<file path="config.mk">
export PLATFORM = sky130hd
export DESIGN_NAME = bus_initiator
export DESIGN_NICKNAME = d
export VERILOG_FILES = /design/src/rtl/pixy_bus_pkg.sv /design/src/rtl/bus_wait_timer.sv /design/src/rtl/bus_initiator.sv
export SDC_FILE = /design/constraint.sdc
export NUM_CORES = 1
export LEC_CHECK = 0
export CAP_MARGIN = 20
export CORE_ASPECT_RATIO = 0.5
export CORE_UTILIZATION = 41
export DETAILED_ROUTE_END_ITERATION = 8
export PLACE_DENSITY = 0.86
export SYNTH_ARGS = -nofsm -noshare
export SYNTH_HDL_FRONTEND = slang
export SYNTH_HIERARCHICAL = 1
export SYNTH_SLANG_ARGS = --single-unit
export TNS_END_PERCENT = 10
</file>
<file path="constraint.sdc">
create_clock -name MCLK_IN -period 2.5 [get_ports MCLK_IN]
set_input_delay 0.5 -clock MCLK_IN [delete_from_list [all_inputs] [get_ports MCLK_IN]]
set_output_delay 0.5 -clock MCLK_IN [all_outputs]
set_load 0.02 [all_outputs]
</file>
<file path="src/rtl/pixy_bus_pkg.sv">
// Shared types for the 68000-style bus initiator: FSM states, byte-lane codes, default widths.
package pixy_bus_pkg;

  localparam int DEF_ADDR_W = 24;
  localparam int DEF_DATA_W = 16;

  localparam logic [1:0] BE_NONE  = 2'b00;
  localparam logic [1:0] BE_UPPER = 2'b10;
  localparam logic [1:0] BE_LOWER = 2'b01;
  localparam logic [1:0] BE_WORD  = 2'b11;

  typedef enum logic [2:0] {
    IDLE    = 3'd0,
    ADDR    = 3'd1,
    ASSERT  = 3'd2,
    WAIT    = 3'd3,
    LATCH   = 3'd4,
    RELEASE = 3'd5
  } bus_state_t;

  // Data strobes lag AS by one cycle on writes so write data is set up first.
  function automatic logic lanes_active(input bus_state_t st, input logic wr);
    return (st == WAIT) || (st == LATCH) || ((st == ASSERT) && !wr);
  endfunction

endpackage

</file>
<file path="src/rtl/bus_wait_timer.sv">
// WAIT-state watchdog: clear restarts the count, enable counts one WAIT cycle; expired flags the last allowed cycle.
// Zero latency on expired_o (combinational from count and enable); no backpressure.
module bus_wait_timer #(
  parameter int TIMEOUT_CYCLES = 255,
  parameter int TMR_W          = 8
) (
  input  logic clk_i,
  input  logic rst_ni,
  input  logic clear_i,
  input  logic enable_i,
  output logic expired_o
);

  logic [TMR_W-1:0] cnt_q, cnt_d;

  // The count is the number of WAIT cycles already spent, so the Nth cycle sees N-1.
  assign expired_o = enable_i && (cnt_q == TMR_W'(TIMEOUT_CYCLES - 1));

  always_comb begin
    cnt_d = cnt_q;
    if (clear_i) begin
      cnt_d = '0;
    end else if (enable_i && !expired_o) begin
      cnt_d = cnt_q + 1'b1;
    end
  end

  always_ff @(posedge clk_i or negedge rst_ni) begin
    if (!rst_ni) begin
      cnt_q <= '0;
    end else begin
      cnt_q <= cnt_d;
    end
  end

endmodule

</file>
<file path="src/rtl/bus_initiator.sv">
// Single-beat request/ack to 68000 AS/UDS/LDS/WR bus cycle; ACK 5 cycles after acceptance plus extra WAIT cycles; one transfer at a time, REQ ignored while busy.
// Optional BUS_TIMEOUT_EN adds a WAIT-state timeout reported through ERR_OUT/TIMEOUT_OUT.
module bus_initiator
  import pixy_bus_pkg::*;
#(
  parameter int ADDR_W         = DEF_ADDR_W,
  parameter int DATA_W         = DEF_DATA_W,
  parameter int TIMEOUT_CYCLES = 255,
  parameter int TMR_W          = 8
) (
  input  logic              MCLK_IN,
  input  logic              RESET_n_IN,
  input  logic              REQ_IN,
  input  logic              REQ_WR_IN,
  input  logic [1:0]        REQ_BYTE_EN_IN,
  input  logic [ADDR_W-1:0] REQ_ADDR_IN,
  input  logic [DATA_W-1:0] REQ_WDATA_IN,
  output logic              READY_OUT,
  output logic              ACK_OUT,
  output logic              ERR_OUT,
  output logic              TIMEOUT_OUT,
  output logic [DATA_W-1:0] RDATA_OUT,
  output logic              AS_OUT,
  output logic              UDS_OUT,
  output logic              LDS_OUT,
  output logic              WR_OUT,
  output logic [ADDR_W-1:0] ADDR_OUT,
  output logic [DATA_W-1:0] DATA_OUT,
  output logic              DATA_OE_OUT,
  input  logic [DATA_W-1:0] DATA_IN,
  input  logic              DTACK_IN,
  input  logic              BERR_IN
);

  if (TIMEOUT_CYCLES >= 2 ** TMR_W) begin : g_bad_tmr_w
    $error("bus_initiator: TIMEOUT_CYCLES does not fit in TMR_W bits");
  end

  bus_state_t        state_q, state_d;
  logic [ADDR_W-1:0] addr_q;
  logic [DATA_W-1:0] wdata_q;
  logic              wr_q;
  logic [1:0]        be_q;
  logic              nobus_q, nobus_d;
  logic              err_q, err_d;
  logic              to_q, to_d;
  logic [DATA_W-1:0] rdata_q, rdata_d;
  logic              accept;
  logic              req_nobus;
  logic              tmr_expired;
  logic              bus_phase;
  logic              lanes;

`ifdef BUS_TIMEOUT_EN
  bus_wait_timer #(
    .TIMEOUT_CYCLES(TIMEOUT_CYCLES),
    .TMR_W         (TMR_W)
  ) u_wait_timer (
    .clk_i    (MCLK_IN),
    .rst_ni   (RESET_n_IN),
    .clear_i  (state_q == ASSERT),
    .enable_i (state_q == WAIT),
    .expired_o(tmr_expired)
  );
`else
  assign tmr_expired = 1'b0;
`endif

  assign accept    = REQ_IN && (state_q == IDLE);
  assign req_nobus = (REQ_BYTE_EN_IN & BE_WORD) == BE_NONE;

  always_comb begin
    state_d = state_q;
    nobus_d = nobus_q;
    err_d   = err_q;
    to_d    = to_q;
    rdata_d = rdata_q;
    unique case (state_q)
      IDLE: begin
        if (accept) begin
          err_d   = req_nobus;
          to_d    = 1'b0;
          nobus_d = req_nobus;
          state_d = req_nobus ? RELEASE : ADDR;
        end
      end
      ADDR:   state_d = ASSERT;
      ASSERT: state_d = WAIT;
      WAIT: begin
        // BERR outranks DTACK, and any responder answer outranks the timeout.
        if (BERR_IN) begin
          err_d   = 1'b1;
          state_d = RELEASE;
        end else if (DTACK_IN) begin
          state_d = LATCH;
        end else if (tmr_expired) begin
          err_d   = 1'b1;
          to_d    = 1'b1;
          state_d = RELEASE;
        end
      end
      LATCH: begin
        if (!wr_q) begin
          rdata_d = DATA_IN;
        end
        state_d = RELEASE;
      end
      RELEASE: state_d = IDLE;
      default: state_d = IDLE;
    endcase
  end

  always_ff @(posedge MCLK_IN or negedge RESET_n_IN) begin
    if (!RESET_n_IN) begin
      state_q <= IDLE;
      nobus_q <= 1'b0;
      err_q   <= 1'b0;
      to_q    <= 1'b0;
      rdata_q <= '0;
    end else begin
      state_q <= state_d;
      nobus_q <= nobus_d;
      err_q   <= err_d;
      to_q    <= to_d;
      rdata_q <= rdata_d;
    end
  end

  // Transfer attributes only change for real bus cycles, so ADDR_OUT keeps the last bus address.
  always_ff @(posedge MCLK_IN or negedge RESET_n_IN) begin
    if (!RESET_n_IN) begin
      addr_q  <= '0;
      wdata_q <= '0;
      wr_q    <= 1'b0;
      be_q    <= BE_NONE;
    end else if (accept && !req_nobus) begin
      addr_q  <= REQ_ADDR_IN;
      wdata_q <= REQ_WDATA_IN;
      wr_q    <= REQ_WR_IN;
      be_q    <= REQ_BYTE_EN_IN;
    end
  end

  assign bus_phase = (state_q != IDLE) && !nobus_q;
  assign lanes     = lanes_active(state_q, wr_q);

  always_comb begin
    READY_OUT   = (state_q == IDLE);
    ACK_OUT     = (state_q == RELEASE);
    ERR_OUT     = (state_q == RELEASE) && err_q;
`ifdef BUS_TIMEOUT_EN
    TIMEOUT_OUT = (state_q == RELEASE) && to_q;
`else
    TIMEOUT_OUT = 1'b0;
`endif
    AS_OUT      = (state_q == ASSERT) || (state_q == WAIT) || (state_q == LATCH);
    UDS_OUT     = lanes && |(be_q & BE_UPPER);
    LDS_OUT     = lanes && |(be_q & BE_LOWER);
    WR_OUT      = bus_phase && wr_q;
    DATA_OE_OUT = bus_phase && wr_q;
    ADDR_OUT    = addr_q & ~ADDR_W'(1);
    DATA_OUT    = wdata_q;
    RDATA_OUT   = rdata_q;
  end

endmodule

</file>
# After elaboration in Yosys (flattened, before gate mapping)

Cells that the tools add are included.

Flip-flop bits (word level): 64
Bits in latches: 0
Bits in writable memories: 0
ROM bits: 0
Bits of input ports: 64
Logic and storage cells: 48
Memories: 0

Add/sub/neg operators: 0
Multipliers: 0
Divide/modulo/power cells: 0
Magnitude comparators: 0
Equal/unequal tests: 8
Shifts and indexed selects: 0
Multiplexer cells: 8
Bitwise gates (word level): 1
Reductions and logical operators: 23

Operators with widths:

| kind               | number |
|---|---|
| $pmux 3 s5         | 1 |
| $mux 3             | 4 |
| $logic_and 1x1->1  | 8 |
| $eq 3x2->1 const B | 2 |
| $eq 3x3->1 const B | 2 |
| $reduce_and 2->1   | 3 |
| $logic_or 1x1->1   | 4 |
| $eq 3x1->1 const B | 1 |
| $logic_not 1->1    | 3 |
| $logic_not 3->1    | 1 |
| $ne 3x3->1 const B | 1 |
| $reduce_and 3->1   | 1 |
| $reduce_bool 3->1  | 1 |
| $logic_not 2->1    | 1 |
| $mux 1             | 2 |
| $ne 2x1->1 const B | 1 |
| $ne 2x2->1 const B | 1 |
| $pmux 1 s2         | 1 |
| $reduce_bool 2->1  | 1 |
| $not 1->1          | 1 |

# Depth between registers and ports, before layout

Gate-level depths: netlist (run 1).

Word-level depth: 4
Depth in mapped cells: 6
Gate-level depth less buffers: 3

# Least setup slack after synthesis (run 1)

No wires, ideal clock.

Path kind: reg2out
Start point: register state_q[2]
End point: output WR_OUT
Arrival: 1686 ps
Data required time: 2000 ps
Slack: 314 ps
Cell stages (with the launch flop): 5
Cells stage by stage: dfrtp_1 -> clkbuf_1 -> nor3_1 -> nor3b_1 -> buf_4

Cells in the longest elaborated chain, start to end: 3

Ends and longest elaborated chain:

| item                     | RTL line             | RTL |
|---|---|---|
| start: declaration       | bus_initiator.sv:39  | `bus_state_t state_q, state_d;` |
| start signal: assignment | bus_initiator.sv:121 | `state_q <= state_d;` |
| $reduce_bool 3->1        | bus_initiator.sv:144 | `assign bus_phase = (state_q != IDLE) && !nobus_q;` |
| $logic_and 1x1->1        | bus_initiator.sv:144 |  |
| $logic_and 1x1->1        | --                   |  |
| end: declaration         | bus_initiator.sv:26  | `output logic WR_OUT,` |

Every way passes these cells.

# Final worst setup path (run 1)

Start point: register state_q[2]
End point: output UDS_OUT

Cells in the longest elaborated chain, start to end: 4
Elaborated cells on any way between the ends: 7
Those cells by class: eq/ne (3); reduce/logical (4)

Ends and longest elaborated chain:

| item                                                         | RTL line             | RTL |
|---|---|---|
| $eq 3x2->1 / $eq 3x3->1 (equally long branches)              | pixy_bus_pkg.sv:23   | `return (st == WAIT) \|\| (st == LATCH) \|\| ((st == ASSERT) && !wr);` |
| $logic_or 1x1->1 / $logic_and 1x1->1 (equally long branches) | pixy_bus_pkg.sv:23   |  |
| $logic_or 1x1->1 *                                           | pixy_bus_pkg.sv:23   |  |
| $logic_and 1x1->1 *                                          | bus_initiator.sv:157 | `UDS_OUT = lanes && \|(be_q & BE_UPPER);` |
| end: declaration                                             | bus_initiator.sv:24  | `output logic UDS_OUT,` |

Mark *: on every way between the ends. The rest lies on a longest branch, timed or not.

==> results of run 1 <==
-- flip-flops by register name (all words and copies together), names as in the netlist --
register,cells
be_q,2
DATA_OUT,16
err_q,1
RDATA_OUT,16
state_q,3
addr_q,23
nobus_q,1
wr_q,1
-- cell families (layout without fill, tap and decap cells) --
kind of cell,after synthesis,after routing,share of synthesized area (%)
mux,56,56,28.24
compound gates,9,9,2.377
flops,63,63,57.59
other cells,1,2,0.1370
simple gates,24,24,6.079
buf+inv,14,148,5.576
-- per-stage QoR --
stage | setup slack, ps | cell area (sq um) | hold slack [ps]
floorplan | 314.0 | 2741 | 204.4
global placement | 281.3 | 4004 | 480.0
detailed placement | 195.8 | 4004 | 495.9
CTS | 37.76 | 4328 | 215.7
global route | 1.204 | 4328 | 245.0
finish | 40.71 | 4328 | 195.6
-- cells in the final DEF, fill, tap and decap left out --
cell type | Yosys | routed
and3_2 | 1 | 1
clkdlybuf4s50_1 | 0 | 123
mux2_4 | 38 | 38
clkbuf_8 | 0 | 3
and2_1 | 1 | 1
buf_12 | 4 | 1
buf_4 | 3 | 4
nor2_1 | 5 | 4
a22o_2 | 2 | 2
bufinv_16 | 0 | 1
nor2b_1 | 2 | 2
conb_1 | 1 | 2
inv_1 | 2 | 2
dlygate4sd2_1 | 0 | 1
dfrtp_1 | 63 | 60
nor2_2 | 0 | 1
mux2_2 | 18 | 18
and4b_1 | 1 | 1
buf_2 | 1 | 1
o21a_2 | 0 | 1
nand2b_1 | 1 | 1
nor4b_4 | 2 | 2
dfrtp_2 | 0 | 3
o21ai_0 | 4 | 4
a2bb2oi_1 | 1 | 1
clkbuf_16 | 0 | 9
clkinvlp_4 | 0 | 3
a221oi_1 | 1 | 1
and2b_1 | 1 | 1
nor3_1 | 4 | 4
nand2_1 | 4 | 4
nor3b_1 | 2 | 2
-- power groups by stage --
stage	clock network, mW	registers (mW)	logic, mW
after floorplan	0	2.36	1.17
after global placement	0	1.86	2.83
after detailed placement	0	1.91	2.90
after CTS	1.32	1.93	2.92
after global routing	1.36	1.99	3.03
final	1.29	1.93	2.89
-- worst paths after layout --
kind / startpoint / endpoint / cells after the start
worst max-delay path: state_q[2] / UDS_OUT / 4
worst min-delay path: RESET_n_IN / err_q / 1
worst max register to register: state_q[0] / addr_q[6] / 4
worst min register to register: RDATA_OUT[8] / RDATA_OUT[8] / 1
max in group asynchronous: RESET_n_IN / DATA_OUT[9] / 2
min in group MCLK_IN: RDATA_OUT[8] / RDATA_OUT[8] / 1
-- routing by layer --
metal	track usage, %	wire (microns)
met1	21.39	2613
met2	39.98	3831
met3	5.439	250
met4	8.425	115
met5	0	0
-- area by class of cell --
class                   count  share of cell area [%]
multi-input cells          91                   23.47
clock buffers              12                   6.158
repair buffers            130                   29.92
well taps                  88                   2.544
inverters                   2                  0.1735
flip-flops and latches     63                   36.51
clock inverters             4                   1.214
-- synth_stat cells --
cell        n
nor4b_4     2
o21a_1      1
clkbuf_1    1
and3_2      1
buf_2       1
a221oi_1    1
a22o_2      2
nor2_1      5
inv_1       2
nand2_1     4
o21ai_0     4
a2bb2oi_1   1
nor3b_1     2
buf_4       3
buf_12      4
and2_1      1
dfrtp_1    63
conb_1      1
nor2b_1     2
nor3_1      4
and2b_1     1
mux2_4     38
buf_6       3
and4b_1     1
nand2b_1    1
mux2_2     18
==> impl_metrics.tcl, run 1 <==
set metrics [dict create \
    cts.sink_count 63 \
    cts_buffers 9 \
    tightest_slew_ps 630.1 \
    ios 129 \
    ys_seq_area_share_pct 57.59 \
    overflow 0 \
    power_frac_comb_pct 47.4 \
    slowest_delay_ps 620 \
    drcViolationCount 0 \
    fin_nets 361 \
    port_buffers 125 \
    drt-wirelength-per-cell_microns 17.46 \
    die_area_sq_mm 0.007028 \
    status "complete, no violations" \
    clkSlewWorstSetupHoldPaths_ps 50 \
    die_x_microns 117.6 \
    cts_buffer_depth 2 \
    cts_setup_buffers 0 \
    rrSetupSlack_ps 650 \
    ir_drop_uv 583.5 \
    p_int_mw 4.043 \
    final_layout_size_suffix_gt1_share_pct 29.14 \
    ys_ff_latch 63 \
    coreArea_sq_mm 0.006256 \
    tns_ps 0 \
    max_cap_violations 0 \
    seq_area_sq_mm 0.001580 \
    slew-limit-headroom_pct 57.99 \
    drt-initial-drc-count 77 \
    n_fill_cell 403 \
    multi_input_area_sq_mm 0.001016 \
    clkLatencyLatePin_ps 320 \
    power.leakage_nw 1.852 \
    crit_family "buffers and inverters" \
    start_kind "flop" \
    hold_buffers 0 \
    dp_hpwl_mm 4.930 \
    drt-total-wl_mm 6.811 \
    period_share_pct 98.37 \
    synth.distinct_cells 26 \
    critical_path_class "reg -> out" \
    endpoint_kind "primary output" \
    area_growth_pct 58.09 \
    syn_area_sq_mm 0.002738 \
    p_switching_mw 2.066 \
    synth_top_area_cell "dfrtp_1" \
    p_total_mw 6.109 \
    syn_avg_cell_area_sq_um 16.39 \
    grt_pass1_wl_mm 10.65 \
    finalHoldViolCount 0 \
    dp_cells 374 \
    min_path_type "in -> async" \
    insertedDiodeCount 0 \
    firstDrtPassIters 4 \
    via_count 1844 \
    power_density_mw_per_mm2 1412 \
    min_period_ps 2459 \
    cts_resized 5 \
    cp.required_ps 2000 \
    grt_max_degree 43 \
    cp_max_fo 12 \
    cts-htree-levels 3 \
    cts_tree "built" \
    stdcell_count 390 \
    cp_slowest_cell "clkdlybuf4s50_1" \
    synth_area_leaders "dfrtp_1, mux2_4, mux2_2" \
    finalMaxSlewViolations 0 \
    switching_share_pct 33.82 \
    root_buffer "clkbuf_16" \
    cp_cell_sequence "nand2b_1 -> a2bb2oi_1 -> nor2b_1 -> clkdlybuf4s50_1" \
    ys_warn_count 6 \
    viasPerCell 4.728 \
    rsz0062_at_grt "no" \
    die_y_microns 59.78 \
    path_buf_inv 1 \
    synth_cells 167 \
    post-route-util_pct 69.18 \
    clkPwrFrac_pct 21.1 \
    final_antenna_net_count 0 \
    grtUsageTotal_pct 20.32 \
    fin_worst_skew_ps 4.479 \
    p_seq_share_pct 31.5 \
    initial_core_util_pct 43.76 \
    cp.arrival_ps 1960 \
    grt_pass1_vias 2054 \
    fmax_mhz 406.6 \
    num_rows 20 \
    antenna_found_initial 0 \
    gp_congestion 0.8463 \
    yosysTopAreaCellShare_pct 57.59 \
    finalSetupViolations 0 \
]
(Power assumes the default switching activity.)
==> inputs of run 2 (changes only) <==
--- a/config.mk
+++ b/config.mk
@@ -7,9 +7,10 @@
 export LEC_CHECK = 0
 export CAP_MARGIN = 20
 export CORE_ASPECT_RATIO = 0.5
-export CORE_UTILIZATION = 41
+export CORE_UTILIZATION = 44
+export CTS_CLUSTER_SIZE = 20
 export DETAILED_ROUTE_END_ITERATION = 8
-export PLACE_DENSITY = 0.86
+export PLACE_DENSITY = 0.91
 export SYNTH_ARGS = -nofsm -noshare
 export SYNTH_HDL_FRONTEND = slang
 export SYNTH_HIERARCHICAL = 1
==> constraint.sdc (replaced) <==
create_clock -name MCLK_IN -period 3.2 [get_ports MCLK_IN]
set_input_delay 0.64 -clock MCLK_IN [delete_from_list [all_inputs] [get_ports MCLK_IN]]
set_output_delay 0.64 -clock MCLK_IN [all_outputs]
set_load 0.02 [all_outputs]
==> run 2 against run 1 <==
Register-to-register slack better by 420 ps. Critical path depth unchanged. First-iteration DRC count down 19%. Global-route usage up 3.4 points. Non-clock buffer count down 1. Flip-flop and latch count unchanged. Combinational power down 21%. Clock skew up 1.5 ps. Largest cell class unchanged. Largest power group unchanged. Highest routed layer unchanged.
==> impl_metrics.tcl, run 2 (synthesis gave the netlist of run 1 again) <==
set metrics [dict create \
    post-route-util_pct 75.10 \
    slew-limit-headroom_pct 37.45 \
    final.setup.worst_slack_ps 515.8 \
    power_frac_comb_pct 47.8 \
    preCtsSetupSlack_ps 544.9 \
    place_area_sq_mm 0.004004 \
    grt_max_degree 40 \
    tightest_slew_ps 934.3 \
    firstDrtPassIters 4 \
    fin_worst_skew_ps 5.943 \
    overflow 0 \
    grt_pass1_vias 2121 \
    cts_tree "built" \
    drt-total-wl_mm 7.253 \
    p_int_mw 3.137 \
    port_buffers 125 \
    hold_buffers 0 \
    cp_max_fo 12 \
    max_cap_violations 0 \
    p_seq_share_pct 31.8 \
    clkSlewWorstSetupHoldPaths_ps 50 \
    status "complete, no violations" \
    grt_pass1_wl_mm 11.30 \
    finalMaxSlewViolations 0 \
    power.leakage_nw 1.847 \
    tns_ps 0 \
    cts_resized 0 \
    finalHoldViolCount 0 \
    regToRegEndpoint "addr_q[5]" \
    layout_common_cells "clkdlybuf4s50_1, dfrtp_1, mux2_4" \
    die_area_sq_mm 0.006560 \
    power_density_mw_per_mm2 1107 \
    cts-htree-levels 3 \
    largest_register "addr_q" \
    cts_setup_buffers 0 \
    insertedDiodeCount 0 \
    cts.sink_count 63 \
    reg2reg_depth 4 \
    hold-worst-slack_ps 434.9 \
    coreArea_sq_mm 0.005729 \
    n_fill_cell 341 \
    clkLatencyLatePin_ps 320 \
    start_kind "flop" \
    drt-initial-drc-count 62 \
    min_period_ps 2684 \
    area_growth_pct 57.18 \
    initial_core_util_pct 47.78 \
    final_common_cell "clkdlybuf4s50_1" \
    root_buffer "clkbuf_16" \
    finalSetupViolations 0 \
    drcViolationCount 0 \
    min_path_type "in -> async" \
    largest_register_ff_count 23 \
    dp_cells 369 \
    rrSetupSlack_ps 1070 \
    cts_buffers 9 \
    gp_congestion 0.8352 \
    stdcell_area_sq_mm 0.004303 \
    crit-reg2reg-launch "state_q[1]" \
    switching_share_pct 34.15 \
    p_total_mw 4.763 \
    via_count 1901 \
    endpoint_kind "primary output" \
    clkPwrFrac_pct 20.4 \
    num_rows 19 \
    cp.arrival_ps 2040 \
    rsz0062_at_grt "no" \
    period_share_pct 83.88 \
    critical_path_class "reg -> out" \
    final_layout_size_suffix_gt1_share_pct 27.00 \
    drt-wirelength-per-cell_microns 18.89 \
    ios 129 \
    p_switching_mw 1.626 \
    final_antenna_net_count 0 \
    antenna_found_initial 0 \
    die_x_microns 113.6 \
    viasPerCell 4.951 \
    grtUsageTotal_pct 23.68 \
    dp_hpwl_mm 4.811 \
    die_y_microns 57.78 \
    fin_nets 360 \
    stdcell_count 384 \
    ir_drop_uv 453.0 \
    cts_buffer_depth 2 \
    cp.required_ps 2560 \
    fmax_mhz 372.6 \
]
## run 2: worst max-delay path, cell delays in order, from the launching register on
cell and delay, ps:
dfrtp_1 540, nand2b_1 250, a2bb2oi_1 190, nor2b_1 130
clkdlybuf4s50_1 610
## run 2: cell type report
type                            instances  area [sq um]  share of cell area [%]
Sequential cell                        63          1577                   36.64
Timing Repair Buffer                  129          1301                   30.24
Multi-Input combinational cell         91          1013                   23.55
Clock buffer                           12         256.5                   5.961
Tap cell                               84         105.1                   2.443
Clock inverter                          3         42.54                  0.9887
Inverter                                2         7.507                  0.1745
## run 2: worst max path at each step
stage               startpoint        end  slack (ps)  depth (start not counted)
floorplan           state_q[2]     WR_OUT         870                          4
global placement        REQ_IN  addr_q[5]         610                          5
detailed placement      REQ_IN  addr_q[5]         540                          5
CTS                 state_q[2]    LDS_OUT         510                          4
global route        state_q[2]    LDS_OUT         460                          4
finish              state_q[2]    LDS_OUT         520                          4
## run 2: power groups by stage
stage | sequential (mW) | combinational (mW) | clock [mW]
floorplan | 1.85 | 0.914 | 0
global placement | 1.46 | 2.21 | 0
detailed placement | 1.49 | 2.27 | 0
CTS | 1.51 | 2.30 | 0.985
global route | 1.56 | 2.37 | 1.03
finish | 1.51 | 2.28 | 0.974
## run 2: metal layers
metal / vias to the layer above / share of wire [%] / GRT usage (%)
met5: - / 0 / 0
met4: 0 / 3.2 / 12.41
met3: 23 / 4.7 / 6.172
met2: 83 / 55 / 44.25
met1: 957 / 37 / 25.29
li1: 838 / - / -
==> inputs of run 3 (changes only) <==
--- a/config.mk
+++ b/config.mk
@@ -7,10 +7,10 @@
 export LEC_CHECK = 0
 export CAP_MARGIN = 20
 export CORE_ASPECT_RATIO = 0.5
-export CORE_UTILIZATION = 44
+export CORE_UTILIZATION = 37
 export CTS_CLUSTER_SIZE = 20
 export DETAILED_ROUTE_END_ITERATION = 8
-export PLACE_DENSITY = 0.91
+export PLACE_DENSITY = 0.82
 export SYNTH_ARGS = -nofsm -noshare
 export SYNTH_HDL_FRONTEND = slang
 export SYNTH_HIERARCHICAL = 1
==> constraint.sdc (replaced) <==
create_clock -name MCLK_IN -period 2.46 [get_ports MCLK_IN]
set_input_delay 0.492 -clock MCLK_IN [delete_from_list [all_inputs] [get_ports MCLK_IN]]
set_output_delay 0.492 -clock MCLK_IN [all_outputs]
set_load 0.02 [all_outputs]
==> run 3 against run 2 <==
Global-route usage shrank 6.8 points. Cell count increased by 2.6%. Core utilization decreased by 13 points. Flip-flop and latch count did not move. Critical endpoint is now UDS_OUT.
==> impl_metrics.tcl, run 3 (synthesis gave the netlist of run 1 again) <==
set metrics [dict create \
    cts_buffer_depth 2 \
    drt-total-wl_mm 6.197 \
    cp.required_ps 1970 \
    stdcell_count 394 \
    crit_start "state_q[2]" \
    reg2reg_depth 4 \
    cts-htree-levels 3 \
    overflow 0 \
    die_y_microns 62.83 \
    clkSlewWorstSetupHoldPaths_ps 50 \
    final_antenna_net_count 0 \
    finalHoldViolCount 0 \
    finalMaxSlewViolations 0 \
    power.leakage_nw 1.855 \
    gp_congestion 0.7502 \
    cp.arrival_ps 1900 \
    dp_hpwl_mm 4.516 \
    endpoint_kind "primary output" \
    regToRegEndpoint "wr_q" \
    cts_tree "built" \
    initial_core_util_pct 39.62 \
    ir_drop_uv 531.6 \
    cp_max_fo 12 \
    final_layout_size_suffix_gt1_share_pct 29.14 \
    fmax_mhz 418.3 \
    hold-worst-slack_ps 197.3 \
    area_growth_pct 57.63 \
    seq_area_sq_mm 0.001580 \
    period_share_pct 97.17 \
    cts.sink_count 63 \
    clkLatencyLatePin_ps 310 \
    die_area_sq_mm 0.007768 \
    fin_worst_skew_ps 3.578 \
    fin_nets 361 \
    n_fill_cell 499 \
    cp_slowest_cell "clkdlybuf4s50_1" \
    rrSetupSlack_ps 730 \
    clkPwrFrac_pct 19.5 \
    min_path_type "in -> async" \
    layout_common_cells "clkdlybuf4s50_1, dfrtp_1, mux2_4" \
    port_buffers 125 \
    cp_cell_sequence "nand2b_1 -> a2bb2oi_1 -> nor2b_1 -> clkdlybuf4s50_1" \
    tightest_slew_ps 637.4 \
    drt-wirelength-per-cell_microns 15.73 \
    critPathCapture "UDS_OUT" \
    critical_path_class "reg -> out" \
    switching_share_pct 33.91 \
    num_rows 21 \
    max_cap_violations 0 \
    slew-limit-headroom_pct 57.51 \
    largest_register "addr_q" \
    start_kind "flop" \
    cts_setup_buffers 0 \
    die_x_microns 123.6 \
    final_common_cell "clkdlybuf4s50_1" \
    antenna_found_initial 0 \
    power_density_mw_per_mm2 1397 \
    largest_register_ff_count 23 \
    grtUsageTotal_pct 16.84 \
    cts_buffers 9 \
    grt_pass1_wl_mm 9.998 \
    ios 129 \
    firstDrtPassIters 4 \
    grt_max_degree 38 \
    slowest_delay_ps 600 \
    hold_buffers 0 \
    status "complete, no violations" \
    crit-reg2reg-launch "state_q[0]" \
    multi_input_area_sq_mm 0.001016 \
    p_seq_share_pct 32.1 \
    via_count 1805 \
    root_buffer "clkbuf_16" \
    viasPerCell 4.581 \
    power_frac_comb_pct 48.4 \
    min_period_ps 2390 \
    p_int_mw 3.983 \
    rsz0062_at_grt "yes" \
    insertedDiodeCount 0 \
    dp_cells 378 \
    drt-initial-drc-count 91 \
    drcViolationCount 0 \
    finalSetupViolations 0 \
    coreArea_sq_mm 0.006910 \
    grt_pass1_vias 1957 \
    p_switching_mw 2.044 \
]
[run 3: changes by cell type in the layout (fill, tap and decap cells not counted), sizes merged]
cell and change:
clkinvlp +2, buf +1, bufinv -1, clkbuf -1, clkdlybuf4s50 -1, clkinv +1
dlymetal6s2s +1
[run 3: through the flow]
step	util [%]	power [mW]	setup TNS [ps]	cell area, sq um	worst slack (ps)
2_1_floorplan	-	3.591	0	2741	282.0
3_3_place_gp	58.19	4.779	0	4021	302.0
3_5_place_dp	58.19	4.865	0	4021	300.9
4_1_cts	62.38	6.079	0	4310	39.43
5_1_grt	62.45	6.337	-16.55	4315	-11.67
6_report	62.45	6.027	0	4315	69.55
[run 3: power by group through the flow]
stage	combinational (mW)	clock, mW	sequential, mW
2_1_floorplan	1.19	0	2.40
3_3_place_gp	2.88	0	1.90
3_5_place_dp	2.94	0	1.93
4_1_cts	2.95	1.19	1.94
5_1_grt	3.07	1.26	2.01
6_report	2.92	1.17	1.94
[run 3: final cells by class]
type	count	share of cell area [%]
inverters	2	0.1740
repair buffers	130	30.39
flip-flops and latches	63	36.62
well taps	92	2.667
clock inverters	5	0.7538
multi-input cells	91	23.54
clock buffers	11	5.857
[run 3: layer usage]
layer  global-route usage, %  part of all wire [%]  vias to the layer above  wire length [microns]
met3                   3.650                   4.2                        5                    261
met2                   30.97                    54                       45                   3360
met1                   19.77                    41                      919                   2523
li1                        -                     -                      836                      -
met4                   4.066                  0.82                        0                     51
met5                       0                     0                        -                      0
[run 3: critical path: cells and delay by family (launching register included)]
| kind | cells | cell delay (ps) |
|---|---|---|
| compound gates | 1 | 180 |
| buf+inv | 1 | 600 |
| flops | 1 | 490 |
| simple gates | 2 | 310 |
[run 3: worst min-delay path by stage]
stage	end	slack, ps	depth (start not counted)
2_1_floorplan	DATA_OUT[0]	200	0
3_3_place_gp	be_q[1]	480	1
3_5_place_dp	be_q[0]	490	1
4_1_cts	addr_q[21]	210	1
5_1_grt	addr_q[21]	240	1
6_report	addr_q[21]	200	1
[run 3: repair_timing]
action | 4_1_cts | 5_1_grt
endpoints found under the hold margin | 0 | 0
endpoints found under the setup margin | 2 | 3
resized for setup | 3 | 2
